`config.mk`:
```
export PLATFORM = sky130hd
export DESIGN_NAME = priority_decoder_strobe
export DESIGN_NICKNAME = d
export VERILOG_FILES = /design/src/rtl/priority_decoder_strobe.sv
export SDC_FILE = /design/constraint.sdc
export NUM_CORES = 1
export LEC_CHECK = 0
export CORE_MARGIN = 2
export CORE_UTILIZATION = 44
export CTS_CLUSTER_DIAMETER = 30
export DETAILED_ROUTE_END_ITERATION = 8
export GPL_ROUTABILITY_DRIVEN = 0
export PLACE_DENSITY = 0.82
export REMOVE_ABC_BUFFERS = 1
export SYNTH_ARGS = -nofsm -noshare
export SYNTH_HDL_FRONTEND = slang
export SYNTH_SLANG_ARGS = --single-unit
export TNS_END_PERCENT = 30
```
`constraint.sdc`:
```
create_clock -name clk -period 1.7 [get_ports clk]
set_input_delay 0.255 -clock clk [delete_from_list [all_inputs] [get_ports clk]]
set_output_delay 0.255 -clock clk [all_outputs]
set_load 0.005 [all_outputs]
```
`src/rtl/priority_decoder_strobe.sv`:
```
// priority_decoder_strobe: holds one-hot out[in] for HOLD cycles then idles GAP cycles; `PRIORITY_DECODER_DROP_CNT_EN adds drop_cnt
module priority_decoder_strobe #(
  parameter int HOLD = 4,
  parameter int GAP = 1
) (
  input  logic       clk,
  input  logic       rst_n,
  input  logic [1:0] in,
  input  logic       v,
  output logic       ready,
  output logic [3:0] out,
  output logic       active,
  output logic       done,
  output logic [7:0] drop_cnt
);
  typedef enum logic [1:0] {S_IDLE, S_HOLD, S_GAP} state_t;
  state_t state;
  logic [7:0] cnt;
  always_comb ready = (state == S_IDLE);
  always_ff @(posedge clk) begin
    if (!rst_n) begin
      state <= S_IDLE;
      cnt <= 8'd0;
      out <= 4'b0000;
      active <= 1'b0;
      done <= 1'b0;
    end else begin
      case (state)
        S_IDLE: if (v) begin
          out <= 4'b0001 << in;
          active <= 1'b1;
          done <= (HOLD == 1);
          cnt <= 8'(HOLD - 1);
          state <= S_HOLD;
        end
        S_HOLD: if (cnt != 8'd0) begin
          cnt <= cnt - 8'd1;
          done <= (cnt == 8'd1);
        end else begin
          out <= 4'b0000;
          active <= 1'b0;
          done <= 1'b0;
          cnt <= (GAP == 0) ? 8'd0 : 8'(GAP - 1);
          state <= (GAP == 0) ? S_IDLE : S_GAP;
        end
        S_GAP: begin
          cnt <= (cnt != 8'd0) ? cnt - 8'd1 : 8'd0;
          state <= (cnt != 8'd0) ? S_GAP : S_IDLE;
        end
        default: state <= S_IDLE;
      endcase
    end
  end
`ifdef PRIORITY_DECODER_DROP_CNT_EN
  always_ff @(posedge clk) begin
    if (!rst_n) drop_cnt <= 8'd0;
    else if (v && !ready && drop_cnt != 8'hFF) drop_cnt <= drop_cnt + 8'd1;
  end
`else
  always_comb drop_cnt = 8'h00;
`endif
endmodule

```
==> flow_metrics.env <==
export IMPL_fin_total_pwr_mw=2.32
export IMPL_skew_ps=3.38
export IMPL_critPathLaunchType="flip-flop"
export IMPL_register_area_um2=320
export IMPL_async_reset_ff_share_pct=0
export IMPL_yosysSeqAreaShare_pct=33.5
export IMPL_area_delta_synth_final_pct=28.8
export IMPL_finalCritPeriodShare_pct=97.7
export IMPL_grt_util_met2_pct=36.8
export IMPL_synth_top_area_share_pct=33.5
export IMPL_die_w_um=50.6
export IMPL_antenna_found_initial=0
export IMPL_grt_max_degree=10
export IMPL_synth_avg_cell_area_um2=8.17
export IMPL_top_usage_layer="met2"
export IMPL_port_buffers=11
export IMPL_power_density_nw_per_um2=1880
export IMPL_coreArea_um2=2000
export IMPL_use_met3_pct=2.08
export IMPL_worstPathRequired_ps=1440
export IMPL_grt_pass1_vias=895
export IMPL_cts_tree="built"
export IMPL_yosys_area_top_type="dfxtp_1"
export IMPL_io_pins=20
export IMPL_htree_num_levels=1
export IMPL_grtUsageMet1_pct=21.7
export IMPL_cpPeakStageDelay_ps=500
export IMPL_dp_hpwl_mm=1.72
export IMPL_vias=965
export IMPL_multiInputGateArea_um2=588
export IMPL_detail_route_antenna_nets=0
export IMPL_drv_cap=0
export IMPL_die_h_um=50.6
export IMPL_place_area_um2=1160
export IMPL_dieArea_um2=2560
export IMPL_setup_violations=0
export IMPL_syn_area_um2=956
export IMPL_rsz0062_at_grt="true"
export IMPL_start_util_pct=47.8
export IMPL_grt_total_usage_pct=20.1
export IMPL_yosys_top_cells_area="dfxtp_1, ha_1, buf_4"
export IMPL_fmax_mhz=602
export IMPL_synth_ff_type="dfxtp_1"
export IMPL_num_antenna_cells=0
export IMPL_worstPathBufferInverterCount=2
export IMPL_cp_max_fo=5
export IMPL_yosys_warnings=0
export IMPL_post_route_util_pct=61.5
export IMPL_fin_hold_ws_ps=456
export IMPL_drtIter0Drc=35
export IMPL_synthCells=117
export IMPL_cts_buffer_depth=2
export IMPL_num_nets_final=155
export IMPL_cts_root_buf="clkbuf_4"
export IMPL_fin_area_um2=1230
export IMPL_cts_clk_slew_worst_paths_ps=90
export IMPL_critPathCaptureType="output pin"
export IMPL_synth_seq_cells=16
export IMPL_viasPerCell=5.64
export IMPL_drt_total_wl_mm=2.31
export IMPL_hp_class="reg2reg"
export IMPL_status="finished clean"
export IMPL_grt_pass1_wl_mm=3.92
export IMPL_maxSlewViolCount=0
export IMPL_final_layout_size_suffix_gt1_share_pct=21.5
export IMPL_path_cells="inv_2, ha_4, clkdlybuf4s50_1"
export IMPL_ir_worst_vdd_uv=1260
export IMPL_cts_sinks=16
export IMPL_hold_viol=0
export IMPL_num_rows=16
export IMPL_grt_ovfl_total=0
export IMPL_crit_arrival_ps=1410
export IMPL_synth_edf_count=0
export IMPL_power_leakage_nw=0.479
export IMPL_critical_path_class="reg2out"
export IMPL_drt_first_pass_iters=4
export IMPL_path_delay_family="buffers and inverters"
export IMPL_yosys_cell_types_count=39
export IMPL_cts_buffers=3
export IMPL_nFillCells=179
export IMPL_slowest_stage="clkdlybuf4s50_1"
export IMPL_wl_per_cell_um=13.5
export IMPL_min_period_ps=1660
export IMPL_insertion_delay_ps=290
export IMPL_post_route_drc_count=0
worst min-delay path, delay by kind of cell, from the launching register on:
family             cells  cell delay, ps
DFF                    1             320
and+or+nand+nor        1              50
AOI/OAI and AO/OA      1              50
layer usage:
metal / part of all wire (%) / wire length [µm]
met5: 0 / 0
met4: 4.4 / 101
met3: 4.4 / 101
met2: 50 / 1160
met1: 41 / 948
cell type report:
type                    count  area share [%]
clock buffers               4            2.95
inverters                   6            1.83
multi-input cells          91            47.8
flip-flops and latches     16            26.0
well taps                  27            2.74
repair buffers             27            18.7
logic make-up (layout without fill, tap and decap cells):
| kind of cell | after synthesis | after routing | synth area share (%) |
|---|---|---|---|
| other cells | 1 | 8 | 0.392 |
| fa+ha+maj | 5 | 5 | 6.54 |
| simple gates | 47 | 47 | 28.3 |
| buf+inv | 17 | 37 | 10.7 |
| flops | 16 | 16 | 33.5 |
| compound gates | 31 | 31 | 20.6 |
final timing paths:
| path | startpoint | endpoint | slack [ps] | depth (start not counted) |
|---|---|---|---|---|
| worst min-delay path | out[1] | out[1] | 460 | 2 |
| worst min register to register | out[1] | out[1] | 460 | 2 |
| worst max-delay path | state[1] | ready | 40 | 3 |
| worst max register to register | cnt[1] | state[1] | 50 | 6 |
state kept, by name, summed over array words and instances (netlist names):
signal and flops:
active 1, cnt 8, done 1, out 4, state 2
placed cells by master (no fill, tap or decap), drive strengths merged, types with 2 or more instances in the layout:
| cell | instances |
|---|---|
| nand2b | 2 |
| buf | 16 |
| nand2 | 14 |
| clkdlybuf4s50 | 11 |
| clkbuf | 4 |
| a21oi | 6 |
| nand4b | 2 |
| nand3 | 3 |
| ha | 5 |
| o221a | 2 |
| o22ai | 2 |
| inv | 6 |
| o21ai | 13 |
| nor4b | 2 |
| nor3 | 3 |
| nor4 | 4 |
| conb | 8 |
| nor2 | 8 |
| nand4 | 2 |
| dfxtp | 16 |
| o311a | 2 |
synthesized netlist by cell type, types with 3 or more instances:
master,n
buf_4,8
nand2_1,14
nor2_1,7
ha_1,5
nand3_1,3
nor4_1,3
o21ai_0,5
o21ai_1,8
inv_1,6
dfxtp_1,16
a21oi_1,6
report_power, final:
part | total [mW] | internal, mW | switching (mW)
combinational | 1.48 | 0.745 | 0.737
clock | 0.256 | 0.131 | 0.125
sequential | 0.582 | 0.473 | 0.108
total | 2.32 | 1.35 | 0.970
repair_timing:
action | 4_1_cts | 5_1_grt
hold buffers | 0 | 0
pin swaps | 1 | 1
gates resized for setup | 4 | 4
setup endpoints to repair | 2 | 8
setup buffers | 0 | 1
metrics by stage:
step | setup TNS [ps] | std cells | worst slack, ps
6_report | 0 | 171 | 38.8
5_1_grt | -42.1 | 171 | -37.9
4_1_cts | 0 | 170 | 6.80
3_5_place_dp | -17.6 | 166 | -17.6
3_3_place_gp | 0 | 166 | 62.1
2_1_floorplan | 0 | 113 | 26.7
Note: power is estimated with default switching activity, not from simulation.
